==> config.mk <==
export PLATFORM = sky130hd
export DESIGN_NAME = keypad_scanner
export DESIGN_NICKNAME = d
export VERILOG_FILES = /design/src/rtl/keypad_scanner_pkg.sv /design/src/rtl/keypad_scanner_sync_2ff.sv /design/src/rtl/keypad_scanner.sv
export SDC_FILE = /design/constraint.sdc
export NUM_CORES = 1
export LEC_CHECK = 0
export ABC_CLOCK_PERIOD_IN_PS = 10930
export BUFFER_PORTS_ARGS = -buffer_cell sky130_fd_sc_hd__buf_2
export CORE_UTILIZATION = 64
export DETAILED_ROUTE_END_ITERATION = 16
export PLACE_DENSITY = 0.91
export RECOVER_POWER = 25
export SYNTH_ARGS = -nofsm -noshare
export SYNTH_HDL_FRONTEND = slang
export SYNTH_HIERARCHICAL = 1
export SYNTH_SLANG_ARGS = --single-unit
==> constraint.sdc <==
create_clock -name clk -period 10.93 [get_ports clk]
set_clock_uncertainty 0.15 [all_clocks]
set_input_delay 0.5465 -clock clk [delete_from_list [all_inputs] [get_ports clk]]
set_output_delay 0.5465 -clock clk [all_outputs]
set_load 0.005 [all_outputs]
==> src/rtl/keypad_scanner_pkg.sv <==
`default_nettype none
// +--------------------------------------------------------------------+
// | keypad_scanner_pkg : key codes and matrix position-to-code lookup   |
// | Revision 1.0                                                        |
// +--------------------------------------------------------------------+
package keypad_scanner_pkg;

  typedef logic [3:0] key_code_t;

  localparam key_code_t KEY_STAR = 4'hA;
  localparam key_code_t KEY_HASH = 4'hB;
  localparam key_code_t KEY_NONE = 4'hF;

  // Layout: r0 1 2 3 | r1 4 5 6 | r2 7 8 9 | r3 * 0 #
  function automatic key_code_t key_at(input logic [1:0] row, input logic [1:0] col);
    key_code_t code;
    case ({row, col})
      4'b0000: code = 4'd1;
      4'b0001: code = 4'd2;
      4'b0010: code = 4'd3;
      4'b0100: code = 4'd4;
      4'b0101: code = 4'd5;
      4'b0110: code = 4'd6;
      4'b1000: code = 4'd7;
      4'b1001: code = 4'd8;
      4'b1010: code = 4'd9;
      4'b1100: code = KEY_STAR;
      4'b1101: code = 4'd0;
      4'b1110: code = KEY_HASH;
      default: code = KEY_NONE;
    endcase
    return code;
  endfunction

endpackage
`default_nettype wire

==> src/rtl/keypad_scanner_sync_2ff.sv <==
`default_nettype none
// +--------------------------------------------------------------------+
// | sync_2ff : two-flop synchronizer, resets to all ones (idle pins)    |
// | Revision 1.0                                                        |
// +--------------------------------------------------------------------+
module sync_2ff #(
  parameter int WIDTH = 1
) (
  input  logic             clk,
  input  logic             resetn,
  input  logic [WIDTH-1:0] din,
  output logic [WIDTH-1:0] dout
);

  logic [WIDTH-1:0] meta_q;
  logic [WIDTH-1:0] sync_q;

  always_ff @(posedge clk or negedge resetn) begin
    if (!resetn) begin
      meta_q <= '1;
      sync_q <= '1;
    end else begin
      meta_q <= din;
      sync_q <= meta_q;
    end
  end

  assign dout = sync_q;

endmodule
`default_nettype wire

==> src/rtl/keypad_scanner.sv <==
`default_nettype none
// +--------------------------------------------------------------------+
// | keypad_scanner : 4x3 matrix scan, frame decode, debounce, outputs   |
// | Revision 1.0                                                        |
// +--------------------------------------------------------------------+
module keypad_scanner
  import keypad_scanner_pkg::*;
#(
  parameter int SCAN_CYCLES     = 1000,
  parameter int DEBOUNCE_FRAMES = 4
) (
  input  logic       clk,
  input  logic       resetn,
  input  logic [2:0] col_n,
  output logic [3:0] row_n,
  output logic [9:0] keypad,
  output logic       startn,
  output logic       stopn,
  output logic       key_strobe
);

  localparam int SLOT_W   = (SCAN_CYCLES > 1) ? $clog2(SCAN_CYCLES) : 1;
  localparam int STABLE_W = $clog2(DEBOUNCE_FRAMES + 1);
  localparam logic [SLOT_W-1:0]   SLOT_LAST  = SLOT_W'(SCAN_CYCLES - 1);
  localparam logic [STABLE_W-1:0] STABLE_MAX = STABLE_W'(DEBOUNCE_FRAMES);

  logic [2:0] col_s;

  logic [SLOT_W-1:0]   slot_q, slot_d;
  logic [1:0]          row_idx_q, row_idx_d;
  logic [3:0]          row_n_q, row_n_d;
  logic [1:0]          hits_q, hits_d;
  key_code_t           frame_key_q, frame_key_d;
  key_code_t           cand_q, cand_d;
  logic [STABLE_W-1:0] stable_q, stable_d;
  key_code_t           accepted_q, accepted_d;
  logic                new_key_q, new_key_d;
  logic [9:0]          keypad_q, keypad_d;
  logic                startn_q, startn_d;
  logic                stopn_q, stopn_d;
  logic                strobe_q, strobe_d;

  logic       slot_last, frame_end;
  logic [1:0] row_hits, hits_total;
  logic [2:0] hits_sum;
  key_code_t  row_key, key_total, frame_code;

  sync_2ff #(.WIDTH(3)) u_col_sync (
    .clk    (clk),
    .resetn (resetn),
    .din    (col_n),
    .dout   (col_s)
  );

  always_ff @(posedge clk or negedge resetn) begin
    if (!resetn) begin
      slot_q      <= '0;
      row_idx_q   <= 2'd0;
      row_n_q     <= 4'b1110;
      hits_q      <= 2'd0;
      frame_key_q <= KEY_NONE;
      cand_q      <= KEY_NONE;
      stable_q    <= '0;
      accepted_q  <= KEY_NONE;
      new_key_q   <= 1'b0;
      keypad_q    <= '0;
      startn_q    <= 1'b1;
      stopn_q     <= 1'b1;
      strobe_q    <= 1'b0;
    end else begin
      slot_q      <= slot_d;
      row_idx_q   <= row_idx_d;
      row_n_q     <= row_n_d;
      hits_q      <= hits_d;
      frame_key_q <= frame_key_d;
      cand_q      <= cand_d;
      stable_q    <= stable_d;
      accepted_q  <= accepted_d;
      new_key_q   <= new_key_d;
      keypad_q    <= keypad_d;
      startn_q    <= startn_d;
      stopn_q     <= stopn_d;
      strobe_q    <= strobe_d;
    end
  end

  // Scan timing and per-frame accumulation; hit count saturates at 2 (= reject)
  always_comb begin
    slot_last = (slot_q == SLOT_LAST);
    frame_end = slot_last && (row_idx_q == 2'd3);
    row_hits  = 2'd0;
    row_key   = KEY_NONE;
    for (int c = 0; c < 3; c++) begin
      if (!col_s[c]) begin
        row_key  = key_at(row_idx_q, 2'(c));
        row_hits = (row_hits == 2'd2) ? 2'd2 : row_hits + 2'd1;
      end
    end
    hits_sum   = {1'b0, hits_q} + {1'b0, row_hits};
    hits_total = (hits_sum > 3'd2) ? 2'd2 : hits_sum[1:0];
    key_total  = (hits_q == 2'd0) ? row_key : frame_key_q;
    frame_code = (hits_total == 2'd1) ? key_total : KEY_NONE;

    slot_d      = slot_last ? '0 : slot_q + SLOT_W'(1);
    row_idx_d   = slot_last ? row_idx_q + 2'd1 : row_idx_q;
    row_n_d     = ~(4'b0001 << row_idx_d);
    hits_d      = hits_q;
    frame_key_d = frame_key_q;
    if (slot_last) begin
      hits_d      = frame_end ? 2'd0 : hits_total;
      frame_key_d = frame_end ? KEY_NONE : key_total;
    end
  end

  always_comb begin
    cand_d     = cand_q;
    stable_d   = stable_q;
    accepted_d = accepted_q;
    new_key_d  = 1'b0;
    if (frame_end) begin
      if (frame_code == cand_q) begin
        if (stable_q != STABLE_MAX) stable_d = stable_q + STABLE_W'(1);
      end else begin
        cand_d   = frame_code;
        stable_d = STABLE_W'(1);
      end
      if ((stable_d == STABLE_MAX) && (cand_d != accepted_q)) begin
        accepted_d = cand_d;
        new_key_d  = (cand_d != KEY_NONE);
      end
    end
  end

  always_comb begin
    keypad_d = '0;
    if (accepted_q <= 4'd9) keypad_d = 10'(1) << accepted_q;
    startn_d = (accepted_q != KEY_STAR);
    stopn_d  = (accepted_q != KEY_HASH);
    strobe_d = new_key_q;
  end

  assign row_n      = row_n_q;
  assign keypad     = keypad_q;
  assign startn     = startn_q;
  assign stopn      = stopn_q;
  assign key_strobe = strobe_q;

endmodule
`default_nettype wire

Word-level counts from Yosys, hierarchy flattened
Index checks and enable logic that the tools add are counted.
- flip-flop bits (word level): 53
- input bits: 5
- output and inout bits: 17
- add/sub/neg operators: 6
- magnitude comparators: 2
- equality and inequality tests: 14
- shift operators: 2
- multiplexer cells: 26
- bitwise gates (word level): 1
- reductions and logical operators: 5
- operators with widths (cell ; count):
    $pmux 4 s4 ; 3
    $mux 4 ; 8
    $mux 10 ; 2
    $mux 2 ; 7
    $ne 4x4->1 const B ; 3
    $add 10x1->10 const B ; 1
    $eq 10x10->1 const B ; 1
    $shl 1x4->10 const A ; 1
    $mux 3 ; 3
    $eq 2x2->1 const B ; 4
    $add 2x1->2 const B ; 3
    $eq 2x1->1 const B ; 2
    $eq 4x4->1 ; 1
    $le 4x4->1 const B ; 1
    $logic_not 2->1 ; 2
    $ne 4x4->1 ; 1
    $not 4->4 ; 1
    $shl 1x2->4 const A ; 1
    $add 2x2->3 ; 1
    $add 3x1->3 const B ; 1
    $eq 3x3->1 const B ; 1
    $gt 3x2->1 const B ; 1
    $mux 1 ; 3
    $ne 3x3->1 const B ; 1
    2 further kinds ; 3

Longest topological paths before layout
Gate-level depths: netlist (run 1).
- word-level depth: 19
- depth in mapped cells: 14
- mapped depth without buffers: 12

By module
Netlist (run 1), hierarchy kept.
- by module, submodules not included (module ; times used ; cells each ; area each (um^2) ; sequential area each (um^2)):
    keypad_scanner ; 1 ; 247 ; 2607.5 ; 1197.4
    sync_2ff ; 1 ; 6 ; 157.7 ; 157.7

Worst setup path after synthesis (run 1)
Ideal clock, no wire load.
- kind: flip-flop to flip-flop
- start point: register u_col_sync.sync_q[1] (netlist: u_col_sync/dout[1])
- end point: register new_key_q
- library setup time: 80 ps
- arrival: 3278 ps
- path slack: 7421 ps
- cell stages (with the launch flop): 15
- period minus slack after synthesis: 3509 ps
- path through: dfstp_2 > buf_4 > inv_1 > ha_1 > mux2_2 > ha_1 > inv_1 > fa_1 > and3_1 > clkbuf_2 > o311ai_4 > xnor2_2 > o211ai_2 > or4_4 > nor3_2
- longest elaborated chain between the ends: 16
- RTL lines (element ; RTL line ; source):
    start: declaration ; keypad_scanner_sync_2ff.sv:16 ; logic [WIDTH-1:0] sync_q;
    start signal: assignment ; keypad_scanner_sync_2ff.sv:24 ; sync_q <= meta_q;
    $mux 2 ; keypad_scanner.sv:94 ; if (!col_s[c]) begin
    $add 2x1->2 / $eq 2x2->1 (equally long branches) ; keypad_scanner.sv:96 ; row_hits = (row_hits == 2'd2) ? 2'd2 : row_hits + 2'd1;
    $mux 2 ; keypad_scanner.sv:96 ;
    $mux 2 ; keypad_scanner.sv:94 ;
    $add 2x2->3 ; keypad_scanner.sv:99 ; hits_sum = {1'b0, hits_q} + {1'b0, row_hits};
    $gt 3x2->1 ; keypad_scanner.sv:100 ; hits_total = (hits_sum > 3'd2) ? 2'd2 : hits_sum[1:0];
    $mux 2 ; keypad_scanner.sv:100 ;
    $eq 2x1->1 ; keypad_scanner.sv:102 ; frame_code = (hits_total == 2'd1) ? key_total : KEY_NONE;
    $mux 4 (*) ; keypad_scanner.sv:102 ;
    $eq 4x4->1 ; keypad_scanner.sv:121 ; if (frame_code == cand_q) begin
    $mux 4 / $mux 3 (equally long branches) ; keypad_scanner.sv:121 ;
    $mux 4 / $mux 3 (equally long branches) ; keypad_scanner.sv:120 ; if (frame_end) begin
    $ne 4x4->1 / $eq 3x3->1 (equally long branches) ; keypad_scanner.sv:127 ; if ((stable_d == STABLE_MAX) && (cand_d != accepted_q)) begin
    $logic_and 1x1->1 ; keypad_scanner.sv:127 ;
    $mux 1 (*) ; keypad_scanner.sv:127 ;
    $mux 1 (*) ; keypad_scanner.sv:120 ;
    via new_key_d ; keypad_scanner.sv:37 ; logic new_key_q, new_key_d;
    end signal: assignment ; keypad_scanner.sv:79 ; new_key_q <= new_key_d;
    end: declaration ; keypad_scanner.sv:37 ;
Mark *: on every way through the listed nets, which the timed path passes. The rest lies on a longest branch. The select of a mux whose other input is x is not followed.
A chain may end at the register's enable or synchronous reset.

Worst setup path in the final report (run 1)
Ends and elaborated chain as after synthesis.

==> results.yml, run 1 <==
placement:
  place_inst: 315
  placed_cell_area_sq_um: 2880
  port_buffers: 21
  place_hpwl_um: 3460
  gp_congestion: 0.844
  pre_cts_ws_ns: 7.29
logic_synthesis:
  syn_nets: 272
  synth_area_leaders: "dfrtp_1 27%, dfstp_2 22%, ha_1 5.9%, nand2_1 2.7%, nor2_1 2.4%"
  synth.distinct_cells: 65
  avgSynthCellArea_sq_um: 10.9
  synth_area_sq_um: 2770
  syn_inst: 253
  synth_edf_count: 0
  async_reset_ff_share_pct: 100
  ys_warn_count: 6
  synth-seq-area-share_pct: 49.0
  synth_seq_cells: 53
  synth_top_area_cell: "dfrtp_1"
  synthFlopType: "dfrtp_1"
  synth_top_cell_area_share_pct: 27.1
outcome:
  failed_checks: "max-capacitance violations, max-slew violations"
  status: "finished, violations left"
critical_path:
  cp-end-kind: "register"
  path_cells: "inv_1 > ha_1 > mux2_2 > ha_1 > inv_1 > fa_1 > nand3_1 > nor4_1 > a21o_1 > o211ai_2 > or4_4 > nor3_2"
  worst-path-stages: 12
  crit_path_start: "u_col_sync/dout[1]"
  critical-path-slowest-cell: "dfstp_2"
  max_stage_delay_ns: 0.63
  critPathBufInv: 2
  worstReg2RegStart: "u_col_sync/dout[1]"
  criticalPathCategory: "register to register"
  critPathMaxFanout: 12
  worstSetupEndpoint: "new_key_q"
  reg2reg_slack_ns: 7.25
  cp.required_ns: 11.02
  crit_family: "simple AND/OR/NAND/NOR gates"
  reg2reg_to: "new_key_q"
  cp.arrival_ns: 3.78
  reg2reg_depth: 12
  critPathLaunchType: "register"
timing:
  worstMarginPinSlew_ns: 2.63
  slew_violations: 54
  finalSetupViolCount: 0
  fin_setup_tns_ns: 0
  holdWs_ns: 0.179
  worst_slack_ns: 7.25
  fin_crit_sh_pct: 33.7
  hold_viol_final: 0
  max_freq_ghz: 0.272
  relSlewSlack_pct: -75.2
  grt_setup_unrepaired: "false"
  fin_crit_ns: 3.68
cts:
  cts_resized: 0
  numCtsBuffers: 5
  ctsHoldBuffers: 0
  cts_tree: "yes"
  root_buffer: "clkbuf_8"
  clock_path_buffers: 2
  insertion_delay_ns: 0.31
  post_cts.repair.setup_buffers: 0
  clock_sinks: 53
  htreeDepth: 2
  cts.reportedPaths.clkPinSlew_ns: 0.10
global_routing:
  grt-busiest-layer: "met2"
  gr-usage-met2_pct: 42.0
  track_usage_pct: 24.5
  antenna_found_initial: 0
  gr-total-overflow: 0
  grt_pass1_wl_um: 8130
  grt_max_degree: 54
  grt_use_met1_pct: 29.9
  met3_usage_pct: 5.91
  grt_pass1_vias: 1792
layout:
  nets: 291
  antennaDiodeCount: 0
  final_area_sq_um: 2970
  final_common_cell: "dfrtp_1"
  final_cell_mix: "30 x dfrtp_1, 23 x dfstp_2, 21 x buf_2"
  drive_gt1_share_pct: 26.0
  area_growth_pct: 7.38
  fin_cells: 323
floorplan:
  die_area_sq_um: 4590
  io_pins: 22
  rows: 23
  initial_core_util_pct: 67.7
  die_y_um: 67.7
  core_area_sq_um: 4090
  die_x_um: 67.7
detailed_routing:
  routedWlPerCell_um: 15.2
  firstDrtPassIters: 4
  viasPerCell: 6.01
  routed_wl_um: 4920
  vias: 1942
  drtIter0Drc: 121
  drc: 0
  detail-route-antenna-nets: 0
run:
  maxCapViolCount: 1
power:
  power_leakage_nw: 1.32
  power_density_nw_per_um2: 111
  ir_worst_vdd_uv: 93.9
worst_hold_path:
  worstHoldPathType: "input port to register"
## registers in the layout, indices dropped and copies added (netlist names)
signal,flops
key_strobe,1
frame_key_q,4
accepted_q,4
new_key_q,1
row_n,4
u_col_sync/dout,3
startn,1
u_col_sync/meta_q,3
cand_q,4
hits_q,2
keypad,10
row_idx_q,2
stable_q,3
stopn,1
slot_q,10
## worst min-delay path by stage
stage / startpoint / to / depth (start not counted)
2_1_floorplan: resetn / hits_q[0] / 0
3_3_place_gp: new_key_q / key_strobe / 0
3_5_place_dp: new_key_q / key_strobe / 0
4_1_cts: col_n[2] / u_col_sync/meta_q[2] / 1
5_1_grt: col_n[0] / u_col_sync/meta_q[0] / 1
6_report: col_n[2] / u_col_sync/meta_q[2] / 1
## metrics by stage
stage / total power [W] / util, %
global route: 0.000345 / 72.7
CTS: 0.000336 / 72.7
global placement: 0.000220 / 70.5
finish: 0.000331 / 72.7
floorplan: 0.000214 / -
detailed placement: 0.000221 / 70.5
## cell usage after synthesis, types with 2 or more instances
cell,number
nor3_1,9
nand3_1,6
clkbuf_1,5
nor2_1,18
nand2_1,20
o32a_1,2
buf_4,2
or2_2,3
buf_6,2
inv_1,14
o211ai_1,2
or3_1,2
o21bai_1,2
o21ai_1,3
o31ai_1,2
nor2_4,2
o21ai_0,13
xnor2_1,3
o22a_1,3
and3b_1,2
a31oi_1,2
mux2_1,2
a311o_1,2
mux2i_1,5
xor2_1,6
and2_1,2
dfrtp_1,30
nand2b_1,7
and3_1,3
a21oi_1,7
nor4_1,4
dfstp_2,23
ha_1,13
## kinds of logic (layout without fill, tap and decap cells)
logic type | after synthesis | in the layout | share of synthesized area [%]
AOI/OAI and AO/OA | 53 | 53 | 14.3
adders and majority gates | 14 | 14 | 6.61
muxes | 8 | 8 | 3.03
and+or+nand+nor | 91 | 91 | 19.5
buffers and inverters | 24 | 44 | 4.12
DFF | 53 | 53 | 49.0
xor gates and xnor gates | 10 | 10 | 3.44
## power breakdown
part           internal, W  switching [W]
registers         0.000198     0.00000154
logic           0.00000565      0.0000118
clock network    0.0000467      0.0000669
total             0.000251      0.0000802
## final cells by class
type	count	area [sq um]
Clock inverter	3	25.0
Sequential cell	53	1360
Inverter	14	52.6
Timing Repair Buffer	22	109
Tap cell	50	62.6
Multi-Input combinational cell	176	1300
Clock buffer	5	68.8
Fill cell	317	1120
## layer usage
metal	up-vias	share of wire (%)
met5	-	0
met4	0	1.4
met2	64	51
li1	934	-
met1	935	42
met3	9	5.7
No activity file was read; power rests on OpenSTA's default activity.
==> inputs of run 2 (changes only) <==
--- a/config.mk
+++ b/config.mk
@@ -5,11 +5,11 @@
 export SDC_FILE = /design/constraint.sdc
 export NUM_CORES = 1
 export LEC_CHECK = 0
-export ABC_CLOCK_PERIOD_IN_PS = 10930
+export ABC_CLOCK_PERIOD_IN_PS = 3500
 export BUFFER_PORTS_ARGS = -buffer_cell sky130_fd_sc_hd__buf_2
-export CORE_UTILIZATION = 64
+export CORE_UTILIZATION = 59
 export DETAILED_ROUTE_END_ITERATION = 16
-export PLACE_DENSITY = 0.91
+export PLACE_DENSITY = 0.86
 export RECOVER_POWER = 25
 export SYNTH_ARGS = -nofsm -noshare
 export SYNTH_HDL_FRONTEND = slang
==> constraint.sdc (replaced) <==
create_clock -name clk -period 3.5 [get_ports clk]
set_clock_uncertainty 0.15 [all_clocks]
set_input_delay 0.175 -clock clk [delete_from_list [all_inputs] [get_ports clk]]
set_output_delay 0.175 -clock clk [all_outputs]
set_load 0.005 [all_outputs]
==> run 2 against run 1 <==
  * The flow finishes with violations (design-rule violations)
  * Total power rose to 3.2 times the previous value
  * Sequential power rose to 3.1 times the previous value
  * Cell area rose by 5.7%
  * Critical endpoint unchanged
==> results.yml, run 2 (synthesis results as in run 1) <==
critical_path:
  max_stage_delay_ns: 0.57
  path_cells: "inv_1 > ha_1 > mux2_2 > ha_1 > inv_1 > fa_2 > and3_4 > nand2b_1 > mux2i_1 > o211ai_2 > or4_4 > nor3_2"
  critPathBufInv: 2
  critPathMaxFanout: 4
  cp-end-kind: "register"
  critPathLaunchType: "register"
  critical-path-slowest-cell: "fa_2"
  reg2reg_slack_ns: 0.07
  crit_path_start: "u_col_sync/dout[1]"
  criticalPathCategory: "register to register"
  reg2reg_to: "new_key_q"
  crit_family: "simple AND/OR/NAND/NOR gates"
  reg2reg_depth: 12
  cp.required_ns: 3.60
  cp.arrival_ns: 3.53
  worstReg2RegStart: "u_col_sync/dout[1]"
timing:
  finalSetupViolCount: 0
  max_freq_ghz: 0.291
  fin_crit_sh_pct: 98.1
  worstMarginPinSlew_ns: 1.04
  fin_crit_ns: 3.43
  worst_slack_ns: 0.0672
  relSlewSlack_pct: 31.0
  slew_violations: 0
  hold_viol_final: 0
  holdWs_ns: 0.209
layout:
  fin_cells: 338
  final_cell_mix: "30 x dfrtp_1, 21 x dfstp_2, 20 x nand2_1"
  register_area_sq_um: 1360
  multiInputGateArea_sq_um: 1360
  final_area_sq_um: 3140
  final_common_cell: "dfrtp_1"
  area_growth_pct: 13.5
  drive_gt1_share_pct: 29.7
  fill_cells: 325
  antennaDiodeCount: 0
  nets: 304
  final_util_pct: 70.6
detailed_routing:
  viasPerCell: 5.89
  detail-route-antenna-nets: 0
  routed_wl_um: 5050
  vias: 1992
  routedWlPerCell_um: 14.9
  firstDrtPassIters: 10
  drtIter0Drc: 114
  drc: 10
power:
  p_seq_share_pct: 59.1
  power_density_nw_per_um2: 335
  power_leakage_nw: 1.38
  pwr-share-clk_pct: 33.6
  p_sw_share_pct: 24.5
  ir_worst_vdd_uv: 355
  p_comb_share_pct: 7.2
  p_sw_w: 0.000258
  p_int_w: 0.000794
cts:
  root_buffer: "clkbuf_8"
  numCtsBuffers: 5
  htreeDepth: 2
  cts.reportedPaths.clkPinSlew_ns: 0.10
  clock_sinks: 53
  clock_path_buffers: 2
  cts_tree: "yes"
  insertion_delay_ns: 0.31
outcome:
  failed_checks: "design-rule violations"
  status: "finished, violations left"
placement:
  pre_cts_ws_ns: -0.00744
  placed_cell_area_sq_um: 2930
  gp_congestion: 0.882
  place_hpwl_um: 3430
  port_buffers: 21
  place_inst: 324
worst_hold_path:
  min_to: "u_col_sync/dout[2]"
  hold_depth: 0
  worstHoldPathType: "register to register"
  hp-start: "u_col_sync/meta_q[2]"
global_routing:
  gr-total-overflow: 0
  grt_pass1_vias: 1877
  antenna_found_initial: 0
  grt_pass1_wl_um: 8580
  track_usage_pct: 22.3
  grt_max_degree: 50
floorplan:
  io_pins: 22
  die_x_um: 70.5
  core_area_sq_um: 4440
  rows: 24
  initial_core_util_pct: 62.2
  die_y_um: 70.5
  die_area_sq_um: 4960
run:
  maxCapViolCount: 0
[run 2: cell count changes in the layout (fill, tap and decap cells not counted), sizes merged]
| cell | change |
|---|---|
| buf | +7 |
| inv | -1 |
| clkbuf | +2 |
| clkinv | +1 |
| dlygate4sd3 | +4 |
[run 2: power by group through the flow]
stage	Clock [W]	Combinational [W]	Sequential [W]
detailed placement	0	0.0000620	0.000633
floorplan	0	0.0000379	0.000632
CTS	0.000362	0.0000658	0.000623
global route	0.000387	0.0000840	0.000623
finish	0.000354	0.0000759	0.000622
global placement	0	0.0000603	0.000633
[run 2: per-layer routing]
layer	track usage, %	vias up	share of wire [%]
met5	0	-	0
met4	9.75	0	2.6
met2	35.2	56	49
met1	29.8	966	45
li1	-	956	-
met3	4.62	14	4.1
[run 2: worst max path at each step]
stage                          endpoint  cells past startpoint
after floorplan               new_key_q                     14
after global placement        new_key_q                     12
after detailed placement  accepted_q[3]                     13
after CTS                     new_key_q                     12
after global routing          new_key_q                     12
final                         new_key_q                     12
[run 2: area by class of cell]
cell class              count  area share (%)
clock buffers               5            2.19
clock inverters             3           0.797
inverters                  14            1.67
multi-input cells         176            43.2
flip-flops and latches     53            43.2
well taps                  52            2.07
repair buffers             35            6.90
[run 2: metrics by stage]
step | setup TNS [ns] | total power (W)
floorplan | 0 | 0.000670
global placement | 0 | 0.000693
CTS | 0 | 0.00105
detailed placement | -0.00744 | 0.000695
finish | 0 | 0.00105
global route | -0.0515 | 0.00109
[run 2: repair_timing]
item	in CTS	in global routing
gates cloned	0	0
setup buffers	0	2
hold buffers	4	0
setup endpoints to repair	1	8
pin swaps	0	6
resized for setup	1	12
endpoints found under the hold margin	33	0
==> inputs of run 3 (changes only) <==
--- a/config.mk
+++ b/config.mk
@@ -5,7 +5,7 @@
 export SDC_FILE = /design/constraint.sdc
 export NUM_CORES = 1
 export LEC_CHECK = 0
-export ABC_CLOCK_PERIOD_IN_PS = 3500
+export ABC_CLOCK_PERIOD_IN_PS = 3700
 export BUFFER_PORTS_ARGS = -buffer_cell sky130_fd_sc_hd__buf_2
 export CORE_UTILIZATION = 59
 export DETAILED_ROUTE_END_ITERATION = 16
==> constraint.sdc (replaced) <==
create_clock -name clk -period 3.7 [get_ports clk]
set_clock_uncertainty 0.15 [all_clocks]
set_input_delay 0.185 -clock clk [delete_from_list [all_inputs] [get_ports clk]]
set_output_delay 0.185 -clock clk [all_outputs]
set_load 0.005 [all_outputs]
==> run 3 against run 2 <==
  * The flow still finishes with violations (design-rule violations)
  * Routed wire length decreased by 5.5%
  * Highest routed layer unchanged
  * Critical path depth stayed put
  * Global-route usage shrank 0.24 points
  * Combinational power is 23% lower
  * Sequential share of layout area up 1.5 points
  * Maximum frequency fell by 2.6%
==> results.yml, run 3 (synthesis results as in run 1) <==
cts:
  numCtsBuffers: 5
  clock_path_buffers: 2
  root_buffer: "clkbuf_8"
  clock_sinks: 53
  cts.reportedPaths.clkPinSlew_ns: 0.10
  cts_tree: "yes"
  insertion_delay_ns: 0.31
  htreeDepth: 2
critical_path:
  cp.required_ns: 3.79
  cp.arrival_ns: 3.61
  criticalPathCategory: "register to register"
  critPathMaxFanout: 7
  critPathLaunchType: "register"
  cp-end-kind: "register"
run:
  maxCapViolCount: 0
worst_hold_path:
  worstHoldPathType: "register to register"
power:
  power_density_nw_per_um2: 324
  power_leakage_nw: 1.33
  ir_worst_vdd_uv: 206
detailed_routing:
  drc: 6
  viasPerCell: 5.85
  routed_wl_um: 4770
  firstDrtPassIters: 10
  routedWlPerCell_um: 14.4
  detail-route-antenna-nets: 0
  drtIter0Drc: 133
  vias: 1935
layout:
  drive_gt1_share_pct: 24.4
  nets: 297
  final_cell_mix: "30 x dfrtp_1, 21 x dfstp_2, 20 x nand2_1"
  antennaDiodeCount: 0
  final_common_cell: "dfrtp_1"
  area_growth_pct: 9.73
  fin_cells: 331
global_routing:
  met3_usage_pct: 3.90
  track_usage_pct: 22.0
  antenna_found_initial: 0
  grt_max_degree: 47
  gr-usage-met2_pct: 36.1
  grt-busiest-layer: "met2"
  grt_pass1_vias: 1879
  grt_use_met1_pct: 30.2
  gr-total-overflow: 0
  grt_pass1_wl_um: 8630
placement:
  place_inst: 319
  port_buffers: 21
  place_hpwl_um: 3420
  gp_congestion: 0.845
floorplan:
  rows: 24
  die_x_um: 70.5
  die_y_um: 70.5
  initial_core_util_pct: 62.2
  io_pins: 22
  die_area_sq_um: 4960
  core_area_sq_um: 4440
timing:
  slew_violations: 0
  fin_setup_tns_ns: 0
  fin_crit_ns: 3.53
  finalSetupViolCount: 0
  worstMarginPinSlew_ns: 0.930
  grt_setup_unrepaired: "false"
  max_freq_ghz: 0.284
  hold_viol_final: 0
  relSlewSlack_pct: 38.0
  fin_crit_sh_pct: 95.3
outcome:
  failed_checks: "design-rule violations"
  status: "finished, violations left"
-- run 3: routing by layer --
metal  routed length [um]  share of wire (%)
met1                 2230                 47
met2                 2330                 49
met3                  164                3.4
met4                   48                1.0
met5                    0                  0
-- run 3: final cells by class --
class / count / area [sq um]
clock buffers: 5 / 68.8
clock inverters: 3 / 26.3
fillers: 339 / 1410
inverters: 14 / 52.6
multi-input cells: 176 / 1310
flip-flops and latches: 53 / 1360
well taps: 52 / 65.1
repair buffers: 28 / 160
-- run 3: critical path, cell delays in order (launching register included) --
cell	delay (ns)
dfstp_2	0.58
inv_1	0.08
ha_1	0.28
mux2_2	0.27
ha_1	0.18
inv_1	0.06
fa_1	0.45
and3_4	0.23
o311ai_4	0.11
xnor2_2	0.17
o211ai_2	0.16
or4_4	0.55
nor3_2	0.18
-- run 3: where the power goes --
part | internal (W) | total [W] | leakage (nW) | switching, W
Sequential | 0.000586 | 0.000589 | 0.640 | 0.00000306
Combinational | 0.0000219 | 0.0000585 | 0.639 | 0.0000366
Clock | 0.000138 | 0.000335 | 0.0487 | 0.000196
-- run 3: final timing paths --
kind,start,endpoint,slack (ns),cells past startpoint
worst max-delay path,u_col_sync/dout[0],new_key_q,0.17,12
max in group asynchronous,resetn,frame_key_q[3],2.26,3
min in group asynchronous,resetn,slot_q[4],0.40,2
worst min-delay path,u_col_sync/meta_q[2],u_col_sync/dout[2],0.20,0
worst max register to register,u_col_sync/dout[0],new_key_q,0.17,12
worst min register to register,u_col_sync/meta_q[2],u_col_sync/dout[2],0.20,0
-- run 3: what timing repair did --
action,in CTS,in global routing
hold buffers,4,0
hold endpoints to repair,31,0
resized for setup,0,3
setup endpoints to repair,0,3
setup buffers,0,0
-- run 3: through the flow --
| stage | setup WS (ns) | area, sq um | util [%] | power [W] | hold slack [ns] |
|---|---|---|---|---|---|
| 3_3_place_gp | 0.217 | 2900 | 65.2 | 0.000651 | 0.140 |
| 4_1_cts | 0.0895 | 3030 | 68.2 | 0.000989 | 0.208 |
| 2_1_floorplan | 0.191 | 2770 | - | 0.000633 | -0.261 |
| 3_5_place_dp | 0.117 | 2900 | 65.2 | 0.000653 | 0.142 |
| 5_1_grt | 0.000537 | 3030 | 68.3 | 0.00102 | 0.206 |
| 6_report | 0.175 | 3030 | 68.3 | 0.000982 | 0.203 |
